===== config.mk =====
export PLATFORM = sky130hd
export DESIGN_NAME = md_unit
export DESIGN_NICKNAME = d
export VERILOG_FILES = /design/src/rtl/md_pkg.sv /design/src/rtl/md_unit.sv
export SDC_FILE = /design/constraint.sdc
export NUM_CORES = 1
export LEC_CHECK = 0
export CORE_MARGIN = 2
export CORE_UTILIZATION = 45
export CTS_BUF_LIST = sky130_fd_sc_hd__clkbuf_4 sky130_fd_sc_hd__clkbuf_8
export DETAILED_ROUTE_END_ITERATION = 10
export PLACE_DENSITY = 0.74
export SYNTH_ARGS = -nofsm -noshare
export SYNTH_HDL_FRONTEND = slang
export SYNTH_SLANG_ARGS = --single-unit

===== constraint.sdc =====
create_clock -name clk -period 4.25 [get_ports clk]
set_clock_uncertainty 0.2 [all_clocks]
set_input_delay 0.85 -clock clk [delete_from_list [all_inputs] [get_ports clk]]
set_output_delay 0.85 -clock clk [all_outputs]
set_load 0.02 [all_outputs]

===== src/rtl/md_pkg.sv =====
// Shared definitions for the multiply/divide unit: op encodings, FSM states, default width.
package md_pkg;

   localparam int MD_WIDTH = 32;

   typedef enum logic [1:0] {
      MD_MULT  = 2'b00,
      MD_MULTU = 2'b01,
      MD_DIV   = 2'b10,
      MD_DIVU  = 2'b11
   } md_op_e;

   typedef enum logic [1:0] {
      ST_IDLE = 2'b00,
      ST_RUN  = 2'b01,
      ST_FIN  = 2'b10
   } md_state_e;

   function automatic logic md_is_mul(input md_op_e op);
      return ~op[1];
   endfunction

   function automatic logic md_is_signed(input md_op_e op);
      return ~op[0];
   endfunction

endpackage


===== src/rtl/md_unit.sv =====
// Iterative mult/multu/div/divu unit owning HI/LO. One operand bit per RUN cycle on
// unsigned magnitudes; sign correction and the HI/LO write happen in FIN.
module md_unit
   import md_pkg::*;
#(
   parameter int WIDTH = MD_WIDTH
) (
   input  logic             clk,
   input  logic             rst,
   input  logic             start,
   input  logic [1:0]       op,
   input  logic [WIDTH-1:0] a,
   input  logic [WIDTH-1:0] b,
   input  logic             hi_we,
   input  logic             lo_we,
   input  logic [WIDTH-1:0] wdata,
   output logic             busy,
   output logic             done,
   output logic [WIDTH-1:0] hi,
   output logic [WIDTH-1:0] lo
);

   localparam int CNT_W = $clog2(WIDTH);
   localparam logic [CNT_W-1:0] CNT_LAST = CNT_W'(WIDTH - 1);

   md_state_e          state_q, state_d;
   md_op_e             op_q, op_d;
   logic               neg_q, neg_d;
   logic               rneg_q, rneg_d;
   logic               bzero_q, bzero_d;
   logic [WIDTH-1:0]   a_mag_q, a_mag_d;
   logic [WIDTH-1:0]   b_mag_q, b_mag_d;
   logic [2*WIDTH-1:0] acc_q, acc_d;
   logic [CNT_W-1:0]   cnt_q, cnt_d;
   logic [WIDTH-1:0]   hi_q, hi_d;
   logic [WIDTH-1:0]   lo_q, lo_d;
   logic               done_q, done_d;

   logic               in_signed, a_neg, b_neg;
   logic [WIDTH:0]     mul_sum, rem_sh, rem_diff;
   logic [2*WIDTH-1:0] prod;
   logic [WIDTH-1:0]   quot, rem;

   always_ff @(posedge clk) begin
      if (rst) begin
         state_q <= ST_IDLE;
         op_q    <= MD_MULT;
         neg_q   <= 1'b0;
         rneg_q  <= 1'b0;
         bzero_q <= 1'b0;
         a_mag_q <= '0;
         b_mag_q <= '0;
         acc_q   <= '0;
         cnt_q   <= '0;
         hi_q    <= '0;
         lo_q    <= '0;
         done_q  <= 1'b0;
      end else begin
         state_q <= state_d;
         op_q    <= op_d;
         neg_q   <= neg_d;
         rneg_q  <= rneg_d;
         bzero_q <= bzero_d;
         a_mag_q <= a_mag_d;
         b_mag_q <= b_mag_d;
         acc_q   <= acc_d;
         cnt_q   <= cnt_d;
         hi_q    <= hi_d;
         lo_q    <= lo_d;
         done_q  <= done_d;
      end
   end

   always_comb begin
      state_d = state_q;
      case (state_q)
         ST_IDLE: if (start) state_d = ST_RUN;
         ST_RUN:  if (cnt_q == CNT_LAST) state_d = ST_FIN;
         ST_FIN:  state_d = ST_IDLE;
         default: state_d = ST_IDLE;
      endcase
   end

   always_comb begin
      op_d    = op_q;
      neg_d   = neg_q;
      rneg_d  = rneg_q;
      bzero_d = bzero_q;
      a_mag_d = a_mag_q;
      b_mag_d = b_mag_q;
      acc_d   = acc_q;
      cnt_d   = cnt_q;
      hi_d    = hi_q;
      lo_d    = lo_q;
      done_d  = 1'b0;

      in_signed = md_is_signed(md_op_e'(op));
      a_neg     = in_signed & a[WIDTH-1];
      b_neg     = in_signed & b[WIDTH-1];

      // Multiply: upper half accumulates, whole accumulator shifts right each step.
      mul_sum  = {1'b0, acc_q[2*WIDTH-1:WIDTH]} + (b_mag_q[0] ? {1'b0, a_mag_q} : '0);
      // Restoring divide: upper half is the partial remainder, lower half collects quotient bits.
      rem_sh   = {acc_q[2*WIDTH-1:WIDTH], a_mag_q[WIDTH-1]};
      rem_diff = rem_sh - {1'b0, b_mag_q};

      prod = neg_q ? -acc_q : acc_q;
      quot = neg_q ? -acc_q[WIDTH-1:0] : acc_q[WIDTH-1:0];
      rem  = rneg_q ? -acc_q[2*WIDTH-1:WIDTH] : acc_q[2*WIDTH-1:WIDTH];

      case (state_q)
         ST_IDLE: begin
            if (start) begin
               op_d    = md_op_e'(op);
               neg_d   = a_neg ^ b_neg;
               rneg_d  = a_neg;
               bzero_d = (b == '0);
               a_mag_d = a_neg ? -a : a;
               b_mag_d = b_neg ? -b : b;
               acc_d   = '0;
               cnt_d   = '0;
            end else begin
               if (hi_we) hi_d = wdata;
               if (lo_we) lo_d = wdata;
            end
         end
         ST_RUN: begin
            cnt_d = cnt_q + CNT_W'(1);
            if (md_is_mul(op_q)) begin
               acc_d   = {mul_sum, acc_q[WIDTH-1:1]};
               b_mag_d = b_mag_q >> 1;
            end else begin
               a_mag_d = a_mag_q << 1;
               if (!rem_diff[WIDTH]) acc_d = {rem_diff[WIDTH-1:0], acc_q[WIDTH-2:0], 1'b1};
               else                  acc_d = {rem_sh[WIDTH-1:0], acc_q[WIDTH-2:0], 1'b0};
            end
         end
         ST_FIN: begin
            done_d = 1'b1;
            if (md_is_mul(op_q)) begin
               hi_d = prod[2*WIDTH-1:WIDTH];
               lo_d = prod[WIDTH-1:0];
            end else begin
               // With a zero divisor the remainder path already reproduces the dividend.
               hi_d = rem;
               lo_d = bzero_q ? '1 : quot;
            end
         end
         default: ;
      endcase
   end

   always_comb begin
      busy = (state_q != ST_IDLE);
      done = done_q;
      hi   = hi_q;
      lo   = lo_q;
   end

endmodule

==> impl_results.md, run 1 <==
- Netlist cell types: 77
- PD cells: just over 300 nW/µm²
- Met2 Routed Length: approximately 24000 µm
- Global route overflow: 0
- R2R Setup Slk: 0.17 ns
- Clk Latency, worst-skew pair: 0.56 ns
- Final Routed Wirelength: around 52000 µm
- Width of the chip: around 190 µm
- Worst reg2reg path depth: 14
- Post-route cell area: about 19000 µm²
- Via count: 16079
- Initial antenna violation count: 0
- Clock buffer depth: 3
- WL met1: 21600 µm
- Die Ht: 190 µm
- Synthesized area per cell: approximately 7.5 µm²
- Critical Path Start Type: flop
- Slew Limit Fails: 0
- Status: completed
- WHS Endpoint: lo[5]$_SDFFE_PP0P_
- Asr flop ratio synth: 0
- Worst Hold Depth: 2
- Num ports: 169
- Vias per Instance: 6.01
- RSZ-0062 raised after global routing: no
- DR WL/cell: 19.5 µm
- Initial Util: 0.453
- N_diodes: 0
- Adder-cell share of the synthesized area: 0.0598
- Ys flop type: dfxtp_1
- Fillers: 3228
- Commonest non-fill, non-tap cells in the layout: nor2_1 (287), dfxtp_1 (203), a21oi_1 (202)
- P_leak: around 7.5 nW
- Final setup viols: 0
- Area delta synth->final: 19.9%
- TritonCTS Buffers: 37
- Number of global-route vias before repair: 15083
- Post-Synth XOR/XNOR Area: 0.0920
- Worst Tran Pin Value: between 1 and 1.5 ns
- Hold path start: lo[5]$_SDFFE_PP0P_
- CP most frequent cell: a21oi_1
- Max-cap violations: 0
- Headroom to the max-slew limit: 0.276
- Main combinational cell family by area after synthesis: compound AO/OA/AOI/OAI gates
- CP max FO: 29
- Minimum clock period: 4.08 ns
- Routability cong.: 0.988
- Final hold vios: 0
- Root Buffer: clkbuf_8
- Final HPWL from detailed placement: 38900 µm
- Uppermost layer routed: met4
- Slowest stage cell on the critical path: fa_1
- Ys Warns: 0
- Delay-heaviest family, CP: compound AO/OA/AOI/OAI gates
- Critical Path Max Stage Delay: 0.41 ns
- #FFs+latches synth: ~200
- Drt pass-1 iters: 6
- Post-CTS sizing: 0
- H-tree Lvls: 2
- Post-CTS setup buffer count: 0
- Post-Syn Nets: about 2300
- FF/Latch Area: 4090 µm²
- Most common cell after layout, fill and taps aside: nor2_1
- Post-synth EDFFs: 0
- Core area: 34300 µm²
- CP cell instances: inv_1 > ha_1 > fa_1 > nand2b_1 > a21oi_1 > o311a_1 > a21oi_1 > o21ai_1 > a311o_1 > xor2_4 > buf_12 > mux2_2 > a21oi_1 > nor3_1
- DR WL met3: about 3700 µm
- Area of the multi-input gates: ~11000 µm²
- Req. time, crit path: 4.46 ns
- R2R Path Start: a_mag_q[31]$_SDFFE_PP0P_
- Post-CTS Hold Fix Bufs: 0
- Synth Area in Simple Gates: 0.206
- Final nets: ~2400
- Drt first-iter violations: roughly 1400
- Maximum VDD drop: roughly 160 µV
- Syn Inst Count: 2074
- Gr usage total: 0.280
- Clk sink count: 204
- Sequential area share after synthesis: 0.263
- Fmax: approximately 0.25 GHz
- Hold Crit Class: flop to flop
- Final cell count without fillers: 2677
- Largest net degree at the start of global routing: roughly 140
- Drt drc: 0
- Layout cell share with drive strength beyond 1: 0.0729
- Compound-cell area share of the yosys netlist: 0.272
- Multiplexer area fraction after synthesis: 0.0544
- Final period util: 0.959
- Die area: 36000 µm²
- Cell total after placement: roughly 2600
- Placed Area: between 15000 and 20000 µm²
- CTS tree: built
- Critical path class: flop to flop
- DRT antenna net count: 0
- I/O Buffers: between 150 and 200
- CP bufs+invs: 2
- Setup Total Neg Slack: 0 ns
- Critical Path AT: 4.29 ns
- Cell Area, Synth: 15500 µm²
- Clock transition at path regs: 0.06 ns
- First-pass GRT wire length: 80700 µm
- Reg2reg end: acc_q[46]$_SDFFE_PP0P_
- Critical Path End Type: flop
- # rows: 68
==> final cells by class <==
cell class	count	area share
clock buffer	53	0.0375
clock inverter	11	0.00760
inverter	63	0.0127
multi-input combinational	1660	0.575
sequential	204	0.220
tap	455	0.0306
timing repair buffer	231	0.117
==> report_power, final <==
group | internal [mW] | total, mW | switching (mW)
Combinational | 0.623 | 1.52 | 0.895
Sequential | 2.01 | 2.09 | 0.0833
Clock | 1.24 | 2.13 | 0.882
Total | 3.88 | 5.74 | 1.86
==> Yosys cell counts (41+ instances only) <==
cell type	instances	area, µm²
a21oi_1	203	1020
ha_1	71	888
nor2_1	288	1080
dfxtp_1	204	4080
xor2_1	69	604
a31oi_1	41	257
nand2_1	167	627
mux2i_1	81	811
o21ai_0	102	510
inv_1	62	233
xnor2_1	94	823
a211oi_1	90	676
clkbuf_1	123	462
==> worst max-delay path by stage <==
stage                             startpoint                        to  depth (start not counted)
floorplan           b_mag_q[19]$_SDFFE_PP0P_    acc_q[60]$_SDFFE_PP0P_                         14
global placement                        b[8]  b_mag_q[25]$_SDFFE_PP0P_                         11
detailed placement                      b[8]  b_mag_q[25]$_SDFFE_PP0P_                         11
CTS                 a_mag_q[31]$_SDFFE_PP0P_    acc_q[46]$_SDFFE_PP0P_                         14
global route        a_mag_q[31]$_SDFFE_PP0P_    acc_q[46]$_SDFFE_PP0P_                         14
finish              a_mag_q[31]$_SDFFE_PP0P_    acc_q[46]$_SDFFE_PP0P_                         14
==> through the flow <==
step | total power, mW | hold WS [ns] | setup slack [ns] | util
after floorplan | 3.11 | 0.229 | 0.845 | -
after global placement | 3.61 | 0.239 | 0.0863 | 0.518
after detailed placement | 3.63 | 0.243 | 0.0367 | 0.518
after CTS | 5.75 | 0.251 | 0.253 | 0.543
after global routing | 6.00 | 0.271 | 0.00465 | 0.543
final | 5.74 | 0.250 | 0.173 | 0.543
==> registers in the layout, summed over array words and instances (netlist names), 2 cells and up <==
| register | flops |
|---|---|
| acc_q | 64 |
| b_mag_q | 32 |
| a_mag_q | 32 |
| lo | 32 |
| cnt_q | 5 |
| state_q | 2 |
| hi | 32 |
==> routing by layer <==
| layer | GRT usage | up-vias |
|---|---|---|
| met5 | 0 | - |
| met4 | 0.142 | 0 |
| met3 | 0.0312 | 135 |
| met2 | 0.473 | 704 |
| met1 | 0.354 | 7504 |
| li1 | - | 7736 |
==> worst register-to-register path: stages (launching register included) <==
cell and delay, ns:
dfxtp_1 0.33, inv_1 0.05, ha_1 0.22, fa_1 0.41, nand2b_1 0.19, a21oi_1 0.22, o311a_1 0.30, a21oi_1 0.14
o21ai_1 0.30, a311o_1 0.42, xor2_4 0.34, buf_12 0.27, mux2_2 0.36, a21oi_1 0.15, nor3_1 0.06
==> cell families after synthesis <==
| logic type | Yosys count |
|---|---|
| xor gates and xnor gates | 163 |
| AOI/OAI and AO/OA | 652 |
| adders and majority gates | 73 |
| DFF | 204 |
| buffers and inverters | 210 |
| and+or+nand+nor | 688 |
| muxes | 84 |
Power figures use the tool's default switching activity.
==> inputs of run 2 (changes only) <==
Settings changed: CELL_PAD_IN_SITES_DETAIL_PLACEMENT set to 0, CELL_PAD_IN_SITES_GLOBAL_PLACEMENT set to 2, CORE_UTILIZATION 45 to 34, PLACE_DENSITY 0.74 to 0.9.
==> impl_results.md, run 2 (same netlist as run 1, synthesis figures left out) <==
- Status: completed
- Global route overflow: 0 (unchanged)
- N_diodes: 0 (unchanged)
- Final Routed Wirelength: 57400 µm (+10%)
- Headroom to the max-slew limit: 0.246 (-0.0300)
- Clock transition at path regs: 0.06 ns (about the same)
- Req. time, crit path: 4.58 ns (+0.12 ns)
- DR WL/cell: 20.3 µm (+4.1%)
- CTS tree: built
- Post-route cell area: 18900 µm² (+1.6%)
- Initial antenna violation count: 0 (unchanged)
- Die area: 47400 µm² (+32%)
- Final setup viols: 0 (unchanged)
- Final nets: 2385 (+0.51%)
- Final hold vios: 0 (unchanged)
- Critical Path AT: 4.32 ns (+0.03 ns)
- H-tree Lvls: 2 (unchanged)
- Maximum VDD drop: 169 µV (+8.4%)
- Critical Path Start Type: flop
- Reg2reg end: acc_q[63]$_SDFFE_PP0P_
- I/O Buffers: 168 (unchanged)
- Area delta synth->final: 21.8%
- Routability cong.: 0.931 (-5.7%)
- Hold Crit Class: flop to flop
- Worst Setup EP: acc_q[63]$_SDFFE_PP0P_
- First-pass GRT wire length: 88700 µm (+9.9%)
- Commonest non-fill, non-tap cells in the layout: nor2_1 (287), dfxtp_1 (203), a21oi_1 (202)
- # rows: 78 (+15%)
- Crit path from: b_mag_q[0]$_SDFFE_PP0P_
- DRT antenna net count: 0 (unchanged)
- Max-cap violations: 0 (unchanged)
- Gr usage total: 0.239 (-0.0414)
- Num ports: 169 (unchanged)
- Placed Area: 18100 µm² (+1.7%)
- Drt pass-1 iters: 5 (-1)
- Vias per Instance: 5.61 (-6.6%)
- Via count: 15895 (-1.1%)
- Max reg flops: 64 (unchanged)
- Width of the chip: 218 µm (+15%)
- Largest reg by FF count: acc_q
- Root Buffer: clkbuf_8
- P_leak: 7.61 nW (+0.93%)
- Final period util: 0.938 (-0.0211)
- Initial Util: 0.344 (-0.109)
- Die Ht: 218 µm (+15%)
- Drt drc: 0 (unchanged)
- Number of global-route vias before repair: 15509 (+2.8%)
- Clock buffer depth: 3 (unchanged)
- Drt first-iter violations: 1220 (-16%)
- Clk Latency, worst-skew pair: 0.58 ns (+0.02 ns)
- Fmax: 0.251 GHz (+2.2%)
- Post-CTS setup buffer count: 0 (unchanged)
- PD cells: 306 nW/µm² (-0.64%)
- Slew Limit Fails: 0 (unchanged)
- TritonCTS Buffers: 39 (+5.4%)
- Most common cell after layout, fill and taps aside: nor2_1
- Core area: 45200 µm² (+32%)
- Clk sink count: 204 (unchanged)
- Worst Tran Pin Value: 1.13 ns (+0.0450 ns)
- Fillers: 4636 (+44%)
- Critical path class: flop to flop
- FF/Latch Area: 4090 µm² (unchanged)
- Final HPWL from detailed placement: 43000 µm (+11%)
- R2R Setup Slk: 0.26 ns (+0.09 ns)
- CP max FO: 33 (+14%)
- Setup Total Neg Slack: 0 ns (unchanged)
- Minimum clock period: 3.99 ns (-0.0896 ns)
- Layout cell share with drive strength beyond 1: 0.0775 (+0.00457)
- Largest net degree at the start of global routing: 179 (+27%)
- R2R Path Start: b_mag_q[0]$_SDFFE_PP0P_
- Worst reg2reg path depth: 15 (+1)
- Area of the multi-input gates: 10700 µm² (unchanged)
- RSZ-0062 raised after global routing: no
- Critical Path End Type: flop
## run 2: changes by cell type in the layout (fill, tap and decap cells not counted), sizes merged
cell,previous run,this run
buf,64,74
clkbuf,53,60
clkinv,5,3
clkinvlp,2,0
bufinv,3,2
inv,64,63
## run 2: worst min path at each step
stage / slack [ns] / startpoint / cells past startpoint / end
2_1_floorplan: 0.23 / cnt_q[3]$_SDFFE_PP0P_ / 1 / cnt_q[3]$_SDFFE_PP0P_
3_3_place_gp: 0.24 / lo[2]$_SDFFE_PP0P_ / 2 / lo[2]$_SDFFE_PP0P_
3_5_place_dp: 0.25 / lo[4]$_SDFFE_PP0P_ / 2 / lo[4]$_SDFFE_PP0P_
4_1_cts: 0.25 / lo[4]$_SDFFE_PP0P_ / 2 / lo[4]$_SDFFE_PP0P_
5_1_grt: 0.27 / lo[28]$_SDFFE_PP0P_ / 2 / lo[28]$_SDFFE_PP0P_
6_report: 0.25 / lo[5]$_SDFFE_PP0P_ / 2 / lo[5]$_SDFFE_PP0P_
## run 2: critical path: stages (launching register included)
cell and delay (ns):
dfxtp_1 0.33, buf_4 0.27, and2_1 0.18, ha_1 0.19, inv_1 0.07, fa_1 0.40, nor2b_1 0.18, o211ai_1 0.10
a21boi_0 0.26, o211a_1 0.23, o211ai_1 0.15, and2_1 0.26, o21a_1 0.24, o31a_1 0.29, o21ai_0 0.38, a221o_1 0.21
## run 2: timing repair
action | 4_1_cts | 5_1_grt
endpoints found under the hold margin | 0 | 0
setup endpoints to repair | 0 | 1
hold buffers | 0 | 0
gates resized for setup | 0 | 1
## run 2: routing by layer
layer | global-route usage | wire length, µm | part of all wire | up-vias
met5 | 0 | 0 | 0 | -
met4 | 0.0806 | 1810 | 0.031 | 0
met3 | 0.0339 | 3110 | 0.054 | 95
met2 | 0.422 | 28000 | 0.49 | 489
met1 | 0.295 | 24500 | 0.43 | 7540
li1 | - | - | - | 7771
## run 2: final cells by class
type | count | area share
clock buffer | 60 | 0.0400
sequential | 204 | 0.216
tap | 600 | 0.0397
timing repair buffer | 241 | 0.122
inverter | 63 | 0.0125
multi-input combinational | 1660 | 0.566
clock inverter | 5 | 0.00397
## run 2: stage by stage
step,power [mW],worst slack [ns],hold WS (ns),util,std cells
after detailed placement,3.69,0.181,0.246,0.400,2768
after floorplan,3.11,0.845,0.229,-,2074
after CTS,5.85,0.283,0.254,0.418,2833
final,5.79,0.262,0.249,0.419,2833
after global placement,3.68,0.188,0.240,0.400,2768
after global routing,6.10,0.0430,0.268,0.419,2833
## run 2: power breakdown
part	switching [mW]	total [mW]	internal, mW
logic	0.920	1.56	0.644
registers	0.0844	2.10	2.01
clock network	0.889	2.13	1.25
total	1.89	5.79	3.90
==> inputs of run 3 (changes only) <==
Settings changed: CORE_UTILIZATION 34 to 30, CTS_BUF_LIST sky130_fd_sc_hd__clkbuf_4 sky130_fd_sc_hd__clkbuf_8 to not set, PLACE_DENSITY 0.9 to 0.85.
Clock period 4.25 ns to 3.2 ns, I/O delays scaled along.
==> impl_results.md, run 3 (same netlist as run 1, synthesis figures left out) <==
- Routability cong.: 0.883 (-5.2%)
- Maximum VDD drop: 347 µV (+110%)
- CP max FO: 7 (-79%)
- Die area: 53600 µm² (+13%)
- RSZ-0062 raised after global routing: yes
- Global route overflow: 0 (unchanged)
- Drt pass-1 iters: 6 (+1)
- R2R Path Start: b_mag_q[0]$_SDFFE_PP0P_
- DR WL/cell: 19.7 µm (-2.9%)
- PD cells: 374 nW/µm² (+22%)
- Slew Limit Fails: 0 (unchanged)
- Largest reg by FF count: acc_q
- I/O Buffers: 168 (unchanged)
- Clock buffer depth: 3 (unchanged)
- Critical Path Start Type: flop
- Seq pwr share: 0.327 (-0.035)
- Final nets: 2700 (+13%)
- Final Worst Setup Slack: -0.226 ns (-0.489 ns)
- Width of the chip: 231 µm (+6.3%)
- Clk sink count: 204 (unchanged)
- R2R Setup Slk: -0.23 ns (-0.49 ns)
- Failing checks: negative setup slack
- Minimum clock period: 3.43 ns (-0.561 ns)
- P_sw: 2.70 mW (+43%)
- Num ports: 169 (unchanged)
- Layout cell share with drive strength beyond 1: 0.260 (+0.182)
- H-tree Lvls: 1 (-1)
- Fmax: 0.292 GHz (+16%)
- DRT antenna net count: 0 (unchanged)
- # rows: 83 (+6.4%)
- Clock Power Share: 0.352 (-0.016)
- Initial Util: 0.303 (-0.0403)
- Final period util: 1.07 (+0.132)
- Int Pwr: 5.78 mW (+48%)
- Worst Hold Depth: 2 (unchanged)
- Area of the multi-input gates: 11700 µm² (+9.8%)
- Clock transition at path regs: 0.06 ns (about the same)
- DP Worst Slack: -0.643 ns (-0.824 ns)
- Reg2reg end: acc_q[59]$_SDFFE_PP0P_
- Final setup viols: 37 (+37)
- Most common cell after layout, fill and taps aside: buf_4
- Drt first-iter violations: 943 (-23%)
- Critical Path End Type: flop
- Req. time, crit path: 3.41 ns (-1.17 ns)
- WHS Endpoint: lo[16]$_SDFFE_PP0P_
- TritonCTS Buffers: 24 (-38%)
- Headroom to the max-slew limit: 0.409 (+0.163)
- Initial antenna violation count: 0 (unchanged)
- FF/Latch Area: 4120 µm² (+0.70%)
- Critical Path AT: 3.64 ns (-0.68 ns)
- Max-cap violations: 0 (unchanged)
- Hold Crit Class: flop to flop
- P_leak: 9.49 nW (+25%)
- Final HPWL from detailed placement: 49400 µm (+15%)
- Largest net degree at the start of global routing: 128 (-28%)
- Drt drc: 0 (unchanged)
- Area delta synth->final: 46.2%
- CTS tree: built
- Placed Area: 20400 µm² (+13%)
- Combinational power share: 0.321 (+0.051)
- Hold path start: lo[16]$_SDFFE_PP0P_
- Commonest non-fill, non-tap cells in the layout: buf_4 (371), nor2_1 (279), a21oi_1 (184), dfxtp_1 (184), clkdlybuf4s50_1 (167)
- Vias per Instance: 5.31 (-5.4%)
- Gr usage total: 0.229 (-0.0100)
- Final Routed Wirelength: 63500 µm (+10%)
- Worst Tran Pin Value: 0.887 ns (-0.244 ns)
- Hold slack: 0.251 ns (+0.00221 ns)
- Fillers: 5137 (+11%)
- Fin util: 0.443 (+0.0248)
- Post-route cell area: 22700 µm² (+20%)
- Core area: 51200 µm² (+13%)
- Switching Share: 0.318 (-0.00833)
- Critical path class: flop to flop
- Final hold vios: 0 (unchanged)
- First-pass GRT wire length: 96100 µm (+8.3%)
- Status: finished, violations left
- Die Ht: 231 µm (+6.3%)
- Root Buffer: clkbuf_16
- Worst reg2reg path depth: 16 (+1)
- Via count: 17102 (+7.6%)
- N_diodes: 0 (unchanged)
- Max reg flops: 64 (unchanged)
- Number of global-route vias before repair: 16842 (+8.6%)
- Clk Latency, worst-skew pair: 0.54 ns (-0.04 ns)
-- run 3: cell types whose count changed in the layout (fill, tap and decap cells not counted), moves of 23 or more --
cell,change
buf_4,+304
clkbuf_8,-46
o21ai_0,-33
clkbuf_16,+25
buf_6,+24
ha_1,-24
ha_4,+23
-- run 3: final cells by class --
cell class	instances	area share
clock buffer	34	0.0304
tap	680	0.0375
timing repair buffer	571	0.216
sequential	204	0.181
multi-input combinational	1660	0.517
inverter	63	0.0105
clock inverter	10	0.00672
-- run 3: timing repair --
item,4_1_cts,5_1_grt
resized for setup,101,161
setup buffers,23,17
setup endpoints to repair,54,66
gates cloned,1,0
hold buffers,0,0
pin swaps,71,123
-- run 3: metrics by stage --
stage          instances  TNS, ns  power (mW)
4_1_cts             3208    -3.75        8.39
3_3_place_gp        3140   -14.35        5.24
3_5_place_dp        3140   -18.03        5.26
5_1_grt             3222    -8.58        8.89
2_1_floorplan       2074        0        4.16
6_report            3222    -3.23        8.48
-- run 3: power groups by stage --
stage	registers, mW	clock network, mW	logic (mW)
floorplan	2.85	0	1.31
global placement	2.83	0	2.42
detailed placement	2.83	0	2.43
CTS	2.77	3.05	2.57
global route	2.79	3.15	2.95
finish	2.78	2.98	2.72
-- run 3: critical path: stages (launching register included) --
cell      delay, ns
dfxtp_4        0.38
buf_6          0.12
and2_4         0.15
ha_4           0.13
inv_2          0.03
fa_2           0.36
nor2b_4        0.13
o211ai_1       0.09
a21boi_1       0.18
o211a_1        0.20
o211ai_1       0.15
a211o_1        0.36
a21oi_2        0.16
mux2i_1        0.10
a211oi_2       0.33
buf_4          0.18
o21ai_2        0.04
-- run 3: per-layer routing --
layer	up-vias	global-route usage	routed length, µm
li1	8395	-	-
met5	-	0	0
met1	8128	0.269	26000
met2	443	0.417	31700
met4	0	0.104	3190
met3	136	0.0219	2550
-- run 3: how the worst max path moves through the flow --
stage | cells past startpoint | startpoint | endpoint | slack, ns
5_1_grt | 16 | b_mag_q[0]$_SDFFE_PP0P_ | acc_q[59]$_SDFFE_PP0P_ | -0.35
4_1_cts | 15 | b_mag_q[0]$_SDFFE_PP0P_ | acc_q[57]$_SDFFE_PP0P_ | -0.23
6_report | 16 | b_mag_q[0]$_SDFFE_PP0P_ | acc_q[59]$_SDFFE_PP0P_ | -0.23
3_3_place_gp | 11 | a[7] | a_mag_q[31]$_SDFFE_PP0P_ | -0.64
2_1_floorplan | 14 | b_mag_q[19]$_SDFFE_PP0P_ | acc_q[61]$_SDFFE_PP0P_ | 0.0008
3_5_place_dp | 16 | b_mag_q[0]$_SDFFE_PP0P_ | acc_q[59]$_SDFFE_PP0P_ | -0.64
